`src/rtl/io_lectura_if.sv`:
```
// CPU/UART-side bundle for the I/O read path: receive strobe and byte,
// CPU read strobe and register index, and the returned read data plus status.
interface io_lectura_if #(
  parameter int T = 8,
  parameter int N = 5
);
  logic         rx_valid;
  logic [T-1:0] rx_data;
  logic         habilitar;
  logic [N-1:0] entradaDeco;
  logic [T-1:0] salidaLectura;
  logic         rx_listo;
  logic         desborde;

  modport master (
    output rx_valid, rx_data, habilitar, entradaDeco,
    input  salidaLectura, rx_listo, desborde
  );

  modport slave (
    input  rx_valid, rx_data, habilitar, entradaDeco,
    output salidaLectura, rx_listo, desborde
  );
endinterface

```
`src/rtl/io_lectura.sv`:
```
// CPU read side of the I/O space: a small FIFO buffering UART bytes, exposed
// as DATO (pop), ESTADO (clear-on-read overflow) and CUENTA read registers.
module io_lectura #(
  parameter int T    = 8,
  parameter int PROF = 4,
  parameter int N    = 5
) (
  input  logic         clk,
  input  logic         rst,
  io_lectura_if.slave  bus
);

  localparam int AW = $clog2(PROF);
  localparam int CW = $clog2(PROF) + 1;

  localparam logic [N-1:0] IDX_DATO   = N'(0);
  localparam logic [N-1:0] IDX_ESTADO = N'(1);
  localparam logic [N-1:0] IDX_CUENTA = N'(2);

  logic [T-1:0]  mem [PROF];
  logic [AW-1:0] wr_ptr, rd_ptr;
  logic [CW-1:0] count;
  logic [T-1:0]  salida_q;
  logic          desborde_q;

  logic          empty, full;
  logic          read_dato, read_estado;
  logic          pop, push, overflow;
  logic [T-1:0]  rd_val;

  assign empty       = (count == '0);
  assign full        = (count == CW'(PROF));
  assign read_dato   = bus.habilitar && (bus.entradaDeco == IDX_DATO);
  assign read_estado = bus.habilitar && (bus.entradaDeco == IDX_ESTADO);

  // A pop in the same cycle frees a slot, so a full FIFO can still accept.
  assign pop      = read_dato && !empty;
  assign push     = bus.rx_valid && (!full || pop);
  assign overflow = bus.rx_valid && full && !pop;

  // NOTE: every variable assigned here gets a default first so no latch is inferred.
  always_comb begin
    rd_val = '0;
    case (bus.entradaDeco)
      IDX_DATO:   rd_val = empty ? '0 : mem[rd_ptr];
      IDX_ESTADO: rd_val[2:0] = {desborde_q, full, !empty};
      IDX_CUENTA: rd_val = T'(count);
      default:    rd_val = '0;
    endcase
  end

  // NOTE: storage is left unreset; pointers and count alone define valid entries.
  always_ff @(posedge clk) begin
    if (!rst && push) mem[wr_ptr] <= bus.rx_data;
  end

  // NOTE: sequential state uses non-blocking assignments only.
  always_ff @(posedge clk) begin
    if (rst) begin
      wr_ptr     <= '0;
      rd_ptr     <= '0;
      count      <= '0;
      salida_q   <= '0;
      desborde_q <= 1'b0;
    end else begin
      if (push) wr_ptr <= wr_ptr + AW'(1);
      if (pop)  rd_ptr <= rd_ptr + AW'(1);

      case ({push, pop})
        2'b10:   count <= count + CW'(1);
        2'b01:   count <= count - CW'(1);
        default: count <= count;
      endcase

      if (bus.habilitar) salida_q <= rd_val;

      // An overflow in the same cycle as an ESTADO read wins over the clear.
      if (overflow)         desborde_q <= 1'b1;
      else if (read_estado) desborde_q <= 1'b0;
    end
  end

  assign bus.salidaLectura = salida_q;
  assign bus.rx_listo      = !empty;
  assign bus.desborde      = desborde_q;

endmodule

```
`src/flat_wrapper.sv`:
```
// flat-port wrapper written by rule: the top's interface ports become plain ports
module io_lectura_flat 
#(
  parameter int T    = 8,
  parameter int PROF = 4,
  parameter int N    = 5
)
  (clk, rst, bus_rx_valid, bus_rx_data, bus_habilitar, bus_entradaDeco, bus_salidaLectura, bus_rx_listo, bus_desborde);
  io_lectura_if #(.T(T), .N(N)) bus_i ();
  input  logic clk;
  input  logic rst;
  input wire logic [$bits(bus_i.rx_valid)-1:0] bus_rx_valid;
  input wire logic [$bits(bus_i.rx_data)-1:0] bus_rx_data;
  input wire logic [$bits(bus_i.habilitar)-1:0] bus_habilitar;
  input wire logic [$bits(bus_i.entradaDeco)-1:0] bus_entradaDeco;
  output wire logic [$bits(bus_i.salidaLectura)-1:0] bus_salidaLectura;
  output wire logic [$bits(bus_i.rx_listo)-1:0] bus_rx_listo;
  output wire logic [$bits(bus_i.desborde)-1:0] bus_desborde;
  assign bus_i.rx_valid = bus_rx_valid;
  assign bus_i.rx_data = bus_rx_data;
  assign bus_i.habilitar = bus_habilitar;
  assign bus_i.entradaDeco = bus_entradaDeco;
  assign bus_salidaLectura = bus_i.salidaLectura;
  assign bus_rx_listo = bus_i.rx_listo;
  assign bus_desborde = bus_i.desborde;
  io_lectura #(.T(T), .PROF(PROF), .N(N)) u_core (.clk(clk), .rst(rst), .bus(bus_i));
endmodule
```
`config.mk`:
```
export PLATFORM = sky130hd
export DESIGN_NAME = io_lectura_flat
export DESIGN_NICKNAME = d
export VERILOG_FILES = /design/src/rtl/io_lectura_if.sv /design/src/rtl/io_lectura.sv /design/src/flat_wrapper.sv
export SDC_FILE = /design/constraint.sdc
export NUM_CORES = 1
export LEC_CHECK = 0
export CORE_ASPECT_RATIO = 0.6
export CORE_MARGIN = 2
export CORE_UTILIZATION = 59
export CTS_BUF_LIST = sky130_fd_sc_hd__clkbuf_2 sky130_fd_sc_hd__clkbuf_4 sky130_fd_sc_hd__clkbuf_8
export CTS_CLUSTER_DIAMETER = 150
export DETAILED_ROUTE_END_ITERATION = 10
export DONT_BUFFER_PORTS = 1
export PLACE_DENSITY = 0.84
export SYNTH_ARGS = -nofsm -noshare
export SYNTH_HDL_FRONTEND = slang
export SYNTH_SLANG_ARGS = --single-unit
```
`constraint.sdc`:
```
create_clock -name clk -period 2.4 [get_ports clk]
set_input_delay 0.48 -clock clk [delete_from_list [all_inputs] [get_ports clk]]
set_output_delay 0.48 -clock clk [all_outputs]
set_load 0.05 [all_outputs]
```
==> impl_metrics.env, run 1 <==
export IMPL_instances_no_fill=197
export IMPL_hold_violations=0
export IMPL_initial_core_util_pct=63.5
export IMPL_p_sw_uw=343
export IMPL_n_antenna_cell=0
export IMPL_hold_class="input pin to flip-flop"
export IMPL_clk_insertion_delay_late_ps=310
export IMPL_via_per_inst=5.95
export IMPL_status="complete, no violations"
export IMPL_cts_root_buf="clkbuf_8"
export IMPL_final_cell_mix="32 x edfxtp_1, 16 x dfxtp_1, 14 x nor2_1, 9 x a21oi_1, 8 x mux4_2"
export IMPL_die_w_um=81.4
export IMPL_syn_inst=148
export IMPL_grt_first_pass_wirelength_mm=6.07
export IMPL_cts_buffers=5
export IMPL_slew_viol_final=0
export IMPL_r2r_slack_ps=180
export IMPL_path_clk_slew_ps=90
export IMPL_internal_power_mw=1.22
export IMPL_crit_path_end_kind="flip-flop"
export IMPL_wl_mm=3.88
export IMPL_swShare_pct=21.9
export IMPL_synth_edf_count=32
export IMPL_yosysWarnings=0
export IMPL_holdPathEnd="u_core.count[0]"
export IMPL_reg2regPathDepth=7
export IMPL_cts_sinks=50
export IMPL_critPathSlowestCell="or3_1"
export IMPL_drt_iter0_drc=144
export IMPL_cts_tree="built"
export IMPL_max_freq_mhz=451
export IMPL_rr_endpoint="u_core.count[2]"
export IMPL_pin_count=27
export IMPL_arrival_ps=2460
export IMPL_cts_htree_levels=2
export IMPL_first_global_vias=1236
export IMPL_grt_max_degree=20
export IMPL_setup_viol=0
export IMPL_slew_headroom_pct=62.9
export IMPL_die_height_um=50.5
export IMPL_synth_seq_cells=50
export IMPL_crit_type="flip-flop to flip-flop"
export IMPL_hp_start="rst"
export IMPL_vias=1173
export IMPL_ant_nets=0
export IMPL_grtUsageTotal_pct=21.9
export IMPL_tightest_slew_ps=555
export IMPL_p_clk_share_pct=33.0
export IMPL_clock_skew_ps=10.5
export IMPL_synth_seq_area_share_pct=62.2
export IMPL_area_growth_syn_to_layout_pct=6.25
export IMPL_async_flop_share_pct=0
export IMPL_dp_hpwl_mm=2.71
export IMPL_setup_ws_ps=184
export IMPL_total_power_mw=1.56
export IMPL_pre_cts_ws_ps=-18.5
export IMPL_synth_cell_types=42
export IMPL_num_fill_cells=246
export IMPL_post_cts_buffers=0
export IMPL_row_count=16
export IMPL_multi_input_area_um2=728
export IMPL_drive_gt1_share_pct=20.4
export IMPL_max_cap_viol_count=0
export IMPL_wl_per_cell_um=19.7
export IMPL_route_detailed_drc=0
export IMPL_numPortBuffers=0
export IMPL_nets=174
export IMPL_power_density_nw_per_um2=694
export IMPL_synthesis_nets=171
export IMPL_fin_hold_ws_ps=222
export IMPL_ir_drop_mv=0.408
export IMPL_rsz0062_at_grt="false"
export IMPL_synth_main_ff_cell="edfxtp_1"
export IMPL_dp_cells=189
export IMPL_reg2reg_from="u_core.count[0]"
export IMPL_min_period_over_period_pct=92.3
export IMPL_layout_commonest_cell="edfxtp_1"
export IMPL_path_common_cell="or3_1"
export IMPL_combinationalPowerShare_pct=6.0
export IMPL_dieArea_um2=4110
export IMPL_leakage_nw=0.773
export IMPL_start_kind="flip-flop"
export IMPL_clk_path_buf_depth=2
export IMPL_required_ps=2650
export IMPL_core_area_um2=3340
export IMPL_whs_path_depth=1
export IMPL_pwr_share_seq_pct=61.1
export IMPL_place_congestion=0.895
export IMPL_firstDrtPassIters=5
export IMPL_register_area_um2=1320
export IMPL_antenna_found_initial=0
export IMPL_path_cells="or3_1 -> and3_1 -> ha_1 -> fa_1 -> xnor2_1 -> or3_1 -> a21oi_1"
export IMPL_synthesis_area_um2=2120
export IMPL_grt_overflow=0
export IMPL_path_max_fanout=6
export IMPL_min_period_ps=2220
export IMPL_cpPeakStageDelay_ps=390
export IMPL_utilization_pct=67.5
export IMPL_avgSynthCellArea_um2=14.3
[power by group through the flow]
stage	Sequential [mW]	Clock, mW	Combinational [mW]
2_1_floorplan	0.970	0	0.0896
3_3_place_gp	0.972	0	0.0878
3_5_place_dp	0.975	0	0.0924
4_1_cts	0.955	0.517	0.0928
5_1_grt	0.959	0.557	0.101
6_report	0.956	0.516	0.0931
[cell usage after synthesis (3+ instances only)]
cell type	instances	area share [%]
a21oi_1	9	2.1
and3_1	5	1.5
clkbuf_1	3	0.53
dfxtp_1	18	17
edfxtp_1	32	45
ha_1	5	2.9
inv_1	4	0.71
mux4_2	8	8.5
nand2b_1	4	1.2
nor2_1	14	2.5
nor2b_1	6	1.8
[timing repair]
| action | CTS | global route |
|---|---|---|
| resized for setup | 0 | 1 |
| setup endpoints to repair | 0 | 1 |
| hold buffers | 0 | 0 |
| endpoints found under the hold margin | 0 | 0 |
[through the flow]
step,setup TNS (ps),area (um2)
after CTS,0,2250
after global routing,0,2260
after floorplan,0,2130
after global placement,0,2160
final,0,2260
after detailed placement,-18.5,2160
[flip-flops by register name (all words and copies together), names as in the netlist, named ones only]
name	cells
u_core.count	3
u_core.bus.desborde	1
u_core.wr_ptr	2
u_core.bus.salidaLectura	8
u_core.mem	32
u_core.rd_ptr	2
[metal layers]
layer | vias up | share of wire, % | GRT usage (%)
met5 | - | 0 | 0
met4 | 0 | 1.2 | 7.91
met3 | 5 | 7.9 | 10.4
met2 | 40 | 47 | 31.4
met1 | 576 | 43 | 29.1
li1 | 552 | - | -
[cell families after synthesis]
logic type / share of synthesized area [%]
AOI/OAI and AO/OA: 6.42
xor gates and xnor gates: 2.00
adders and majority gates: 3.89
buffers and inverters: 3.48
DFF: 62.2
muxes: 9.49
and+or+nand+nor: 12.5
[cell type report]
type                            instances  share of cell area, %
Clock buffer                            7                   3.99
Tap cell                               45                   2.50
Inverter                                4                  0.666
Clock inverter                          1                  0.222
Sequential cell                        50                   58.7
Timing Repair Buffer                    5                   1.66
Multi-Input combinational cell         85                   32.3
[worst max-delay path by stage]
stage	start	to	slack (ps)	cells after the start
3_5_place_dp	bus_entradaDeco[4]	u_core.count[2]	-20	9
6_report	u_core.count[0]	u_core.count[2]	180	7
4_1_cts	u_core.count[1]	u_core.count[2]	130	9
5_1_grt	u_core.count[0]	u_core.count[2]	30	9
2_1_floorplan	bus_entradaDeco[1]	u_core.count[2]	0.7	10
3_3_place_gp	bus_entradaDeco[4]	u_core.count[2]	90	9
[critical path: cells and delay by family (launching register included)]
family          cells  cell delay, ps
fa+ha+maj           2             610
xor+xnor            1             140
simple gates        3             880
flops               1             370
compound gates      1             150
No activity file was read; power rests on OpenSTA's default activity.
==> inputs of run 2 (changes only) <==
GPL_TIMING_DRIVEN = 0   (was default)
==> run 2 against run 1 <==
Compared with the run above:
- via count increased by 5.7%
- non-clock buffer count increased by 7
- fmax decreased by 5.9%
- critical path depth increased by 2
- register-to-register slack got worse by 140 ps
- sequential share of layout area decreased by 2.1 points
- wire length increased by 2.6%
- largest cell class unchanged
- highest routed layer unchanged
==> impl_metrics.env, run 2 (same netlist as run 1, synthesis figures left out) <==
export IMPL_min_period_over_period_pct=98.1
export IMPL_largest_reg_flops=32
export IMPL_ir_drop_mv=0.360
export IMPL_grt_max_degree=15
export IMPL_via_per_inst=6.08
export IMPL_power_density_nw_per_um2=683
export IMPL_crit_path_end_kind="flip-flop"
export IMPL_cts_sinks=50
export IMPL_area_growth_syn_to_layout_pct=10.7
export IMPL_route_detailed_drc=0
export IMPL_drive_gt1_share_pct=25.8
export IMPL_path_clk_slew_ps=90
export IMPL_vias=1240
export IMPL_required_ps=2640
export IMPL_cts_tree="built"
export IMPL_clk_insertion_delay_late_ps=310
export IMPL_numPortBuffers=0
export IMPL_instances_no_fill=204
export IMPL_fin_hold_ws_ps=260
export IMPL_place_congestion=0.797
export IMPL_ant_nets=0
export IMPL_arrival_ps=2600
export IMPL_pin_count=27
export IMPL_num_fill_cells=213
export IMPL_max_cap_viol_count=0
export IMPL_cts_root_buf="clkbuf_8"
export IMPL_setup_viol=0
export IMPL_grt_overflow=0
export IMPL_firstDrtPassIters=4
export IMPL_largest_register="u_core.mem"
export IMPL_first_global_vias=1219
export IMPL_dp_cells=193
export IMPL_cp_num_buf_inv=2
export IMPL_slew_viol_final=0
export IMPL_path_cells="or3_4 -> buf_12 -> and3_4 -> buf_6 -> ha_4 -> fa_2 -> xnor2_1 -> or3_1 -> a21oi_2"
export IMPL_clk_path_buf_depth=2
export IMPL_cts_htree_levels=2
export IMPL_cts_buffers=5
export IMPL_dp_hpwl_mm=2.71
export IMPL_final_cell_mix="32 x edfxtp_1, 16 x dfxtp_1, 14 x nor2_1, 8 x mux4_2, 8 x a21oi_1"
export IMPL_grtUsageTotal_pct=21.3
export IMPL_initial_core_util_pct=63.5
export IMPL_final_area_um2=2350
export IMPL_total_power_mw=1.61
export IMPL_dieArea_um2=4110
export IMPL_critical_path_startpoint="u_core.count[0]"
export IMPL_min_period_ps=2360
export IMPL_wl_mm=3.98
export IMPL_path_max_fanout=7
export IMPL_clock_skew_ps=6.98
export IMPL_row_count=16
export IMPL_reg2reg_from="u_core.count[0]"
export IMPL_antenna_found_initial=0
export IMPL_leakage_nw=0.799
export IMPL_drt_iter0_drc=134
export IMPL_grt_first_pass_wirelength_mm=5.97
export IMPL_hp_start="bus_rx_data[3]"
export IMPL_wl_per_cell_um=19.5
export IMPL_tightest_slew_ps=543
export IMPL_n_antenna_cell=0
export IMPL_crit_family="simple AND/OR/NAND/NOR gates"
export IMPL_crit_type="flip-flop to flip-flop"
export IMPL_cpPeakStageDelay_ps=390
export IMPL_max_freq_mhz=425
export IMPL_die_w_um=81.4
export IMPL_layout_commonest_cell="edfxtp_1"
export IMPL_cts_hold_fix_buffers=0
export IMPL_die_height_um=50.5
export IMPL_hold_violations=0
export IMPL_slew_headroom_pct=63.7
export IMPL_start_kind="flip-flop"
export IMPL_critPathSlowestCell="or3_4"
export IMPL_nets=181
export IMPL_tns_ps=0
export IMPL_placed_area_um2=2190
export IMPL_core_area_um2=3340
export IMPL_status="complete, no violations"
export IMPL_hold_class="input pin to flip-flop"
-- run 2: cell count changes in the layout (fill, tap and decap cells not counted), moves of 2 or more --
| cell | before | now |
|---|---|---|
| buf_6 | 0 | 2 |
| clkbuf_1 | 0 | 2 |
| dfxtp_4 | 0 | 2 |
| dfxtp_2 | 2 | 0 |
-- run 2: final timing paths --
| path | endpoint | slack, ps | cells after the start |
|---|---|---|---|
| setup / recovery | u_core.count[2] | 40 | 9 |
| hold / removal | u_core.mem[0][3] | 260 | 0 |
| setup reg to reg | u_core.count[2] | 40 | 9 |
| hold reg to reg | u_core.rd_ptr[1] | 540 | 2 |
-- run 2: area by class of cell --
class	count	area, um2	share of cell area [%]
Sequential cell	50	1330	56.5
Multi-Input combinational cell	85	757	32.2
Clock buffer	7	90.1	3.83
Buffer	9	75.1	3.19
Tap cell	45	56.3	2.40
Timing Repair Buffer	3	22.5	0.958
Inverter	4	15.0	0.639
Clock inverter	1	5.00	0.213
-- run 2: stage by stage --
stage	util (%)	worst slack (ps)
floorplan	-	0.721
global placement	65.5	-127
detailed placement	65.5	-202
CTS	69.3	18.9
global route	70.3	-1.89
finish	70.3	44.9
-- run 2: layer usage --
layer / share of wire, % / vias to the layer above / track usage [%]
met5: 0 / - / 0
met4: 1.9 / 0 / 7.34
met3: 7.8 / 11 / 9.17
met2: 49 / 46 / 33.1
met1: 41 / 617 / 26.8
li1: - / 566 / -
-- run 2: repair_timing --
item,4_1_cts,5_1_grt
pin swaps,1,0
endpoints found under the setup margin,1,1
resized for setup,6,5
cloned,0,0
setup buffers,1,2
-- run 2: worst register-to-register path, stage by stage (launching register included) --
cell	delay [ps]
dfxtp_4	350
or3_4	390
buf_12	160
and3_4	160
buf_6	140
ha_4	160
fa_2	330
xnor2_1	150
or3_1	330
a21oi_2	120
-- run 2: report_power, final --
group	total [mW]	switching, mW	leakage (nW)	internal (mW)
Sequential	0.951	0.0131	0.438	0.938
Combinational	0.139	0.0778	0.310	0.0610
Clock	0.516	0.271	0.0517	0.244
Total	1.61	0.362	0.799	1.24
==> inputs of run 3 (changes only) <==
PLACE_DENSITY = 0.78   (was 0.84)
==> run 3 against run 2 <==
Compared with the run above:
- the flow now finishes with violations (negative setup slack)
- die area did not move
- first-iteration DRC count is 40% lower
- sequential cell count is the same
- sequential share of layout area down 0.81 points
- fmax down 2.2%
- non-clock buffer count up 5
- design area up 1.5%
- register-to-register slack worse by 50 ps
- combinational power is 4% higher
- highest routed layer unchanged
==> impl_metrics.env, run 3 (same netlist as run 1, synthesis figures left out) <==
export IMPL_slew_headroom_pct=63.4
export IMPL_cpPeakStageDelay_ps=400
export IMPL_drive_gt1_share_pct=29.9
export IMPL_largest_register="u_core.mem"
export IMPL_crit_path_end_kind="flip-flop"
export IMPL_min_period_ps=2410
export IMPL_cts_sinks=50
export IMPL_clk_path_buf_depth=2
export IMPL_tns_ps=-8.83
export IMPL_slew_viol_final=0
export IMPL_pre_cts_ws_ps=-245
export IMPL_cts_root_buf="clkbuf_8"
export IMPL_arrival_ps=2640
export IMPL_hold_class="input pin to flip-flop"
export IMPL_cts_buffers=5
export IMPL_numPortBuffers=0
export IMPL_layout_commonest_cell="edfxtp_1"
export IMPL_grt_max_degree=16
export IMPL_grt_overflow=0
export IMPL_path_cells="or3_4 -> buf_12 -> and3_4 -> ha_4 -> fa_2 -> xnor2_2 -> or3_1 -> a21oi_1"
export IMPL_power_density_nw_per_um2=660
export IMPL_setup_viol=1
export IMPL_ir_drop_mv=0.416
export IMPL_min_period_over_period_pct=100
export IMPL_dp_cells=193
export IMPL_row_count=16
export IMPL_place_congestion=0.851
export IMPL_critPathSlowestCell="or3_1"
export IMPL_antenna_found_initial=0
export IMPL_instances_no_fill=209
export IMPL_initial_core_util_pct=63.5
export IMPL_core_area_um2=3340
export IMPL_start_kind="flip-flop"
export IMPL_cts_hold_fix_buffers=0
export IMPL_pin_count=27
export IMPL_via_per_inst=5.87
export IMPL_dieArea_um2=4110
export IMPL_tightest_slew_ps=548
export IMPL_cts_htree_levels=2
export IMPL_area_growth_syn_to_layout_pct=12.4
export IMPL_ant_nets=0
export IMPL_total_power_mw=1.57
export IMPL_crit_type="flip-flop to flip-flop"
export IMPL_status="finished, violations left"
export IMPL_clk_insertion_delay_late_ps=300
export IMPL_grtUsageTotal_pct=20.4
export IMPL_path_max_fanout=6
export IMPL_largest_reg_flops=32
export IMPL_vias=1226
export IMPL_die_height_um=50.5
export IMPL_placed_area_um2=2190
export IMPL_grt_first_pass_wirelength_mm=5.89
export IMPL_n_antenna_cell=0
export IMPL_route_detailed_drc=0
export IMPL_setup_ws_ps=-8.83
export IMPL_hp_start="bus_rx_data[2]"
export IMPL_firstDrtPassIters=4
export IMPL_final_area_um2=2390
export IMPL_hold_violations=0
export IMPL_wl_mm=3.83
export IMPL_required_ps=2630
export IMPL_path_clk_slew_ps=90
export IMPL_cts_tree="built"
export IMPL_max_freq_mhz=415
export IMPL_wl_per_cell_um=18.3
export IMPL_max_cap_viol_count=0
export IMPL_clock_skew_ps=8.24
export IMPL_leakage_nw=0.817
export IMPL_die_w_um=81.4
export IMPL_first_global_vias=1156
export IMPL_final_cell_mix="32 x edfxtp_1, 15 x dfxtp_1, 14 x nor2_1, 11 x buf_4, 9 x a21oi_1"
export IMPL_nets=186
export IMPL_violations="negative setup slack"
export IMPL_critical_path_startpoint="u_core.count[1]"
export IMPL_dp_hpwl_mm=2.63
export IMPL_reg2reg_from="u_core.count[1]"
export IMPL_drt_iter0_drc=81
## run 3: power by group
part / internal [mW] / switching (mW)
Clock: 0.216 / 0.264
Sequential: 0.938 / 0.0134
Combinational: 0.0660 / 0.0777
## run 3: through the flow
step / hold slack [ps] / utilization (%)
finish: 267 / 71.4
global route: 248 / 71.4
CTS: 260 / 68.9
detailed placement: 535 / 65.5
global placement: 506 / 65.5
floorplan: 485 / -
## run 3: what timing repair did
action                                  CTS  global route
gates resized for setup                   5             9
pin swaps                                 0             6
endpoints found under the setup margin    1             1
setup buffers                             1             8
gates cloned                              0             0
## run 3: worst max-delay path, delay by kind of cell (launching register included)
| kind | cells | cell delay (ps) |
|---|---|---|
| buffers and inverters | 1 | 160 |
| xor gates and xnor gates | 1 | 160 |
| DFF | 1 | 360 |
| adders and majority gates | 2 | 550 |
| and+or+nand+nor | 3 | 960 |
| AOI/OAI and AO/OA | 1 | 130 |
## run 3: layer usage
| layer | vias to the layer above | GRT usage, % | wire length [um] |
|---|---|---|---|
| met5 | - | 0 | 0 |
| met2 | 41 | 28.4 | 1710 |
| met4 | 0 | 5.08 | 36 |
| li1 | 577 | - | - |
| met1 | 601 | 30.9 | 1820 |
| met3 | 7 | 6.83 | 266 |
## run 3: cell type report
cell class	instances	area, um2
sequential	50	1330
fill	203	957
multi-input combinational	85	763
clock buffer	6	76.3
timing repair buffer	9	67.6
buffer	8	63.8
tap	45	56.3
inverter	4	15.0
clock inverter	2	13.8
## run 3: final timing paths
path | cells past startpoint | to | slack (ps)
min | 0 | u_core.mem[3][2] | 270
min reg2reg | 2 | flip-flop | 560
max | 8 | u_core.count[2] | -9
max reg2reg | 8 | u_core.count[2] | -9
